==> src/rtl/adc_spi_responder.sv <==
// adc_spi_responder: ADC front-end model. Runs a timed conversion on cnv,
// returns the held sample over a 1/2/4-lane SPI read, and accepts 24-bit
// register command frames on spi_sdi.
module adc_spi_responder #(
    parameter int DATA_WIDTH = 32,
    parameter int CNV_CYCLES = 14
) (
    input  logic                  clk,
    input  logic                  resetn,
    input  logic                  cnv,
    output logic                  busy,
    input  logic                  spi_sck,
    input  logic                  spi_csn,
    input  logic                  spi_sdi,
    output logic [3:0]            spi_sdo,
    input  logic [DATA_WIDTH-1:0] sample_data,
    output logic [23:0]           reg_cmd,
    output logic                  reg_cmd_valid,
    output logic [7:0]            status
);

    localparam int BW = $clog2(DATA_WIDTH + 1);
    localparam int CW = $clog2(CNV_CYCLES + 1);

    typedef enum logic {
        CONV_IDLE = 1'b0,
        CONV_BUSY = 1'b1
    } conv_state_t;

    // Synchronizer chain: bit 0 cnv, 1 sck, 2 csn, 3 sdi
    logic [3:0] meta_reg;
    logic [3:0] sync_reg;
    logic [2:0] prev_reg;

    logic cnv_s, sck_s, csn_s, sdi_s;
    logic cnv_rise, sck_rise, sck_fall, csn_rise, csn_fall;

    conv_state_t         conv_state_reg, conv_state_next;
    logic [CW-1:0]       cnv_cnt_reg, cnv_cnt_next;
    logic                conv_accept, conv_done;

    logic [DATA_WIDTH-1:0] hold_reg;
    logic                  conv_overrun_reg;
    logic                  data_ready_reg;

    logic                  read_active_reg;
    logic                  conv_in_frame_reg;
    logic [DATA_WIDTH-1:0] out_shift_reg;
    logic [BW-1:0]         bits_left_reg;
    logic [BW-1:0]         grp_bits;
    logic [3:0]            top_nibble;

    logic [23:0] cmd_shift_reg;
    logic [4:0]  cmd_cnt_reg;
    logic [23:0] reg_cmd_reg;
    logic        reg_cmd_valid_reg;
    logic        reg_mode_reg;
    logic [1:0]  lane_mode_reg;

    // Two-flop synchronizers plus one delayed copy for edge detection
    always_ff @(posedge clk or negedge resetn) begin
        if (!resetn) begin
            meta_reg <= '0;
            sync_reg <= '0;
            prev_reg <= '0;
        end else begin
            meta_reg <= {spi_sdi, spi_csn, spi_sck, cnv};
            sync_reg <= meta_reg;
            prev_reg <= sync_reg[2:0];
        end
    end

    assign cnv_s    = sync_reg[0];
    assign sck_s    = sync_reg[1];
    assign csn_s    = sync_reg[2];
    assign sdi_s    = sync_reg[3];
    assign cnv_rise = cnv_s & ~prev_reg[0];
    assign sck_rise = sck_s & ~prev_reg[1];
    assign sck_fall = ~sck_s & prev_reg[1];
    assign csn_rise = csn_s & ~prev_reg[2];
    assign csn_fall = ~csn_s & prev_reg[2];

    // Conversion state and busy countdown
    always_ff @(posedge clk or negedge resetn) begin
        if (!resetn) begin
            conv_state_reg <= CONV_IDLE;
            cnv_cnt_reg    <= '0;
        end else begin
            conv_state_reg <= conv_state_next;
            cnv_cnt_reg    <= cnv_cnt_next;
        end
    end

    // Conversion next-state: accept a start when idle, finish when the count hits 1
    always_comb begin
        conv_state_next = conv_state_reg;
        cnv_cnt_next    = cnv_cnt_reg;
        conv_accept     = 1'b0;
        conv_done       = 1'b0;
        case (conv_state_reg)
            CONV_IDLE: begin
                if (cnv_rise) begin
                    conv_state_next = CONV_BUSY;
                    cnv_cnt_next    = CW'(CNV_CYCLES);
                    conv_accept     = 1'b1;
                end
            end
            CONV_BUSY: begin
                if (cnv_cnt_reg == CW'(1)) begin
                    conv_state_next = CONV_IDLE;
                    cnv_cnt_next    = '0;
                    conv_done       = 1'b1;
                end else begin
                    cnv_cnt_next = cnv_cnt_reg - CW'(1);
                end
            end
            default: conv_state_next = CONV_IDLE;
        endcase
    end

    assign busy = (conv_state_reg == CONV_BUSY);

    // Sample capture and sticky overrun flag
    always_ff @(posedge clk or negedge resetn) begin
        if (!resetn) begin
            hold_reg         <= '0;
            conv_overrun_reg <= 1'b0;
        end else begin
            if (conv_accept)
                hold_reg <= sample_data;
            if (cnv_rise && busy)
                conv_overrun_reg <= 1'b1;
        end
    end

    // data_ready: cleared by a new conversion, set at its end, consumed by a
    // completed readout unless a conversion landed inside that frame
    always_ff @(posedge clk or negedge resetn) begin
        if (!resetn) begin
            data_ready_reg <= 1'b0;
        end else if (conv_accept) begin
            data_ready_reg <= 1'b0;
        end else if (conv_done) begin
            data_ready_reg <= 1'b1;
        end else if (csn_rise && read_active_reg && !conv_in_frame_reg) begin
            data_ready_reg <= 1'b0;
        end
    end

    // Remember whether a conversion started during the current readout
    always_ff @(posedge clk or negedge resetn) begin
        if (!resetn) begin
            conv_in_frame_reg <= 1'b0;
        end else if (csn_fall) begin
            conv_in_frame_reg <= 1'b0;
        end else if (conv_accept && read_active_reg) begin
            conv_in_frame_reg <= 1'b1;
        end
    end

    // Bits moved per sck; 2'b11 falls back to single lane
    always_comb begin
        grp_bits = BW'(1);
        case (lane_mode_reg)
            2'b01:   grp_bits = BW'(2);
            2'b10:   grp_bits = BW'(4);
            default: grp_bits = BW'(1);
        endcase
    end

    // Readout shifter: load on frame start, advance one group per sck fall
    always_ff @(posedge clk or negedge resetn) begin
        if (!resetn) begin
            read_active_reg <= 1'b0;
            out_shift_reg   <= '0;
            bits_left_reg   <= '0;
        end else if (csn_fall) begin
            if (!reg_mode_reg && data_ready_reg) begin
                read_active_reg <= 1'b1;
                out_shift_reg   <= hold_reg;
                bits_left_reg   <= BW'(DATA_WIDTH);
            end else begin
                read_active_reg <= 1'b0;
            end
        end else if (csn_rise) begin
            read_active_reg <= 1'b0;
        end else if (sck_fall && !csn_s && read_active_reg) begin
            case (lane_mode_reg)
                2'b01:   out_shift_reg <= out_shift_reg << 2;
                2'b10:   out_shift_reg <= out_shift_reg << 4;
                default: out_shift_reg <= out_shift_reg << 1;
            endcase
            if (bits_left_reg > grp_bits)
                bits_left_reg <= bits_left_reg - grp_bits;
            else
                bits_left_reg <= '0;
        end
    end

    assign top_nibble = out_shift_reg[DATA_WIDTH-1 -: 4];

    // Lane mux: MSB group onto the low lanes, unused lanes and idle time at 0
    always_comb begin
        spi_sdo = 4'b0000;
        if (read_active_reg && !csn_s && !reg_mode_reg && (bits_left_reg != '0)) begin
            case (lane_mode_reg)
                2'b01:   spi_sdo = {2'b00, top_nibble[3:2]};
                2'b10:   spi_sdo = top_nibble;
                default: spi_sdo = {3'b000, top_nibble[3]};
            endcase
        end
    end

    // Command shifter: LSB-in on sck rise, bit count saturating at 25
    always_ff @(posedge clk or negedge resetn) begin
        if (!resetn) begin
            cmd_shift_reg <= '0;
            cmd_cnt_reg   <= '0;
        end else if (csn_fall) begin
            cmd_shift_reg <= '0;
            cmd_cnt_reg   <= '0;
        end else if (sck_rise && !csn_s) begin
            cmd_shift_reg <= {cmd_shift_reg[22:0], sdi_s};
            if (cmd_cnt_reg != 5'd25)
                cmd_cnt_reg <= cmd_cnt_reg + 5'd1;
        end
    end

    // Register frame commit and decode on csn rise with exactly 24 bits
    always_ff @(posedge clk or negedge resetn) begin
        if (!resetn) begin
            reg_cmd_reg       <= '0;
            reg_cmd_valid_reg <= 1'b0;
            reg_mode_reg      <= 1'b0;
            lane_mode_reg     <= 2'b00;
        end else begin
            reg_cmd_valid_reg <= 1'b0;
            if (csn_rise && (cmd_cnt_reg == 5'd24)) begin
                reg_cmd_reg       <= cmd_shift_reg;
                reg_cmd_valid_reg <= 1'b1;
                if (cmd_shift_reg[23:21] == 3'b101)
                    reg_mode_reg <= 1'b1;
                else if (reg_mode_reg && (cmd_shift_reg[23:8] == {1'b1, 15'h0020}))
                    lane_mode_reg <= cmd_shift_reg[7:6];
                else if (reg_mode_reg && (cmd_shift_reg[23:8] == {1'b1, 15'h0014}) && cmd_shift_reg[0])
                    reg_mode_reg <= 1'b0;
            end
        end
    end

    assign reg_cmd       = reg_cmd_reg;
    assign reg_cmd_valid = reg_cmd_valid_reg;
    assign status        = {3'b000, conv_overrun_reg, data_ready_reg, reg_mode_reg, lane_mode_reg};

endmodule
==> config.mk <==
export PLATFORM = sky130hd
export DESIGN_NAME = adc_spi_responder
export DESIGN_NICKNAME = d
export VERILOG_FILES = /design/src/rtl/adc_spi_responder.sv
export SDC_FILE = /design/constraint.sdc
export NUM_CORES = 1
export LEC_CHECK = 0
export CAP_MARGIN = 20
export CORE_MARGIN = 3
export CORE_UTILIZATION = 59
export CTS_BUF_LIST = sky130_fd_sc_hd__clkbuf_2
export CTS_CLUSTER_SIZE = 8
export DETAILED_ROUTE_END_ITERATION = 8
export PLACE_DENSITY = 0.92
export SYNTH_ARGS = -nofsm -noshare
export SYNTH_HDL_FRONTEND = slang
export SYNTH_SLANG_ARGS = --single-unit
==> constraint.sdc <==
create_clock -name clk -period 2.75 [get_ports clk]
set_clock_uncertainty 0.2 [all_clocks]
set_input_delay 0.6875 -clock clk [delete_from_list [all_inputs] [get_ports clk]]
set_output_delay 0.6875 -clock clk [all_outputs]
set_load 0.01 [all_outputs]
==> flow_metrics.py <==
metrics = {
    "place": {
        "gp_congestion": 0.866,
        "dpl.hpwl_um": 9970,
        "numPortBuffers": 72,
        "post_dp_cell_area_um2": 7750,
        "dp_cells": 836,
    },
    "sta": {
        "setup_ws_ns": -0.178,
        "setup_viol": 4,
        "finalSetupTns_ns": -0.339,
        "relSlewSlack": 0.567,
        "hold_viol": 0,
        "finalCriticalPeriod_ns": 2.93,
        "timing.final.crit_share": 1.06,
        "tightest_slew_ns": 0.649,
        "max_freq_mhz": 341,
        "rsz0062_at_grt": "yes",
        "drv_slew": 0,
    },
    "setup_path": {
        "critPathMaxFanout": 4,
        "crit_path_start_kind": "register",
        "reg2reg_depth": 8,
        "worstPathRequired_ns": 1.86,
        "worst-endpoint-arrival_ns": 2.04,
        "crit_type": "register to output port",
        "setup.worst_path.end_class": "output port",
    },
    "layout": {
        "final_area_um2": 8180,
        "nets": 782,
        "areaGrowthSynthToFinish_pct": 18.3,
        "nFillCells": 728,
        "fin_cells": 881,
        "drive_gt1_frac": 0.189,
    },
    "synth": {
        "syn_area_um2": 6920,
        "synth_ff_type": "dfrtp_1",
        "synth_largest_area_cell": "dfrtp_1",
        "synth_common_cells": "dfrtp_1, nand2_1, a21oi_1",
        "seq_area_frac_synth": 0.532,
        "synth.most_common_cell": "dfrtp_1",
        "yosys-top-cells-area": "dfrtp_1, mux2_2, nand2_1, a21oi_1, a221oi_1",
        "synth_top_family_by_area": "simple AND/OR/NAND/NOR gates",
        "synth-simple-area-share": 0.151,
        "syn_inst": 651,
        "ys_seq_elements": 147,
        "synth_xor_area_frac": 0.00633,
        "async_flop_share": 1.00,
        "synth_compound_area_frac": 0.135,
        "synth-edff-count": 0,
        "synth_top_area_share": 0.532,
        "syn_avg_cell_area_um2": 10.6,
        "yosys_warnings": 0,
        "yosysUniqueCellTypes": 60,
        "synth_fa_ha_area_frac": 0.0318,
        "synth.area.mux_share": 0.0986,
    },
    "outcome": {
        "status": "finished with violations",
        "violations": "negative setup slack",
    },
    "die": {
        "rows": 38,
        "die_width_um": 114,
        "start_util": 0.622,
        "die_h_um": 114,
        "die-area_um2": 13100,
        "io-pin-count": 76,
        "core_um2": 11100,
    },
    "drt": {
        "ant_nets": 0,
        "drc": 0,
        "drt-total-wl_um": 15400,
        "drt_pre_antenna_iters": 7,
        "vias": 5292,
        "drt-vias-per-instance": 6.01,
        "detail_route.wl_per_cell_um": 17.4,
        "drt_iter0_drc": 542,
    },
    "cts": {
        "cts_tree": "done",
        "clock_latency_ns": 0.74,
        "root_buffer": "clkbuf_2",
        "clock-sinks": 147,
        "clock_path_buffers": 2,
        "h-tree-depth": 4,
        "clk_pin_slew_worst_paths_ns": 0.22,
        "numCtsBuffers": 17,
    },
    "power": {
        "p_per_area_nw_per_um2": 722,
        "total_power_uw": 5910,
        "p_leak_uw": 0.00362,
        "peakVddDrop_mv": 0.657,
    },
    "worst_hold_path": {
        "hold_class": "input pin to register",
        "min_path_cells": 1,
    },
    "global_routing": {
        "grt_first_pass_wirelength_um": 25100,
        "grt_pass1_vias": 5210,
        "grt_overflow": 0,
        "track_usage": 0.242,
        "antenna_found_initial": 1,
        "grt_max_degree": 68,
    },
    "job": {
        "maxCapViolCount": 0,
    },
}
==> repair_timing <==
action / CTS / global route
endpoints found under the setup margin: 8 / 9
endpoints found under the hold margin: 58 / 0
gates resized for setup: 38 / 5
setup buffers: 8 / 3
cloned: 0 / 0
hold buffers: 1 / 0
pin swaps: 8 / 5
==> metal layers <==
metal	vias to the layer above	GRT usage	wire (um)
met4	0	0.0816	399
met1	2615	0.306	6320
li1	2453	-	-
met2	185	0.405	7830
met5	-	0	0
met3	39	0.0661	810
==> final timing paths <==
kind | startpoint | end | slack (ns)
setup / recovery | lane_mode_reg[1] | spi_sdo[0] | -0.18
hold / removal | spi_sck | meta_reg[1] | 0.16
setup reg to reg | lane_mode_reg[1] | bits_left_reg[5] | 0.03
hold reg to reg | meta_reg[0] | sync_reg[0] | 0.18
max in group asynchronous | resetn | read_active_reg | 1.34
min in group asynchronous | resetn | reg_cmd[7] | 0.28
==> layout make-up <==
class	count	area, um2	share of cell area
flip-flops and latches	147	3680	0.450
diodes	1	2.50	0.000306
repair buffers	105	971	0.119
clock buffers	18	90.1	0.0110
multi-input cells	440	3030	0.370
inverters	16	62.6	0.00764
well taps	140	175	0.0214
clock inverters	14	176	0.0216
==> kinds of logic after synthesis <==
group,after synthesis
fa+ha+maj,17
flops,147
simple gates,204
mux,60
other cells,1
buf+inv,66
compound gates,151
xor+xnor,5
==> per-stage QoR <==
stage | utilization | hold WS (ns) | worst slack (ns)
3_3_place_gp | 0.697 | 0.133 | 0.128
5_1_grt | 0.736 | 0.0663 | -0.325
2_1_floorplan | - | 0.131 | 0.136
4_1_cts | 0.731 | 0.103 | -0.204
6_report | 0.736 | 0.160 | -0.178
3_5_place_dp | 0.697 | 0.135 | 0.0411
==> where the power goes <==
group          switching (uW)  internal (uW)  leakage, uW
sequential                506           2700      0.00191
clock                     810            524     0.000153
combinational             692            685      0.00156
==> critical path, cell delays in order (launching register included) <==
cell and delay [ns]:
dfrtp_1 0.45, buf_6 0.14, ha_4 0.16, a22oi_2 0.14, nor2_1 0.06, a21oi_1 0.14
nor2_2 0.07, buf_2 0.14
==> cells in the final DEF, fill, tap and decap left out, drive strengths merged, types with 4 or more instances in the layout <==
cell type	n
nand2	95
clkinv	5
nor2	16
clkbuf	18
a221oi	28
inv	20
dfrtp	147
ha	16
buf	37
nor3	33
o21ai	36
a21oi	65
clkdlybuf4s50	63
mux2	59
nand4	4
nor2b	31
No activity file was read; power rests on OpenSTA's default activity.
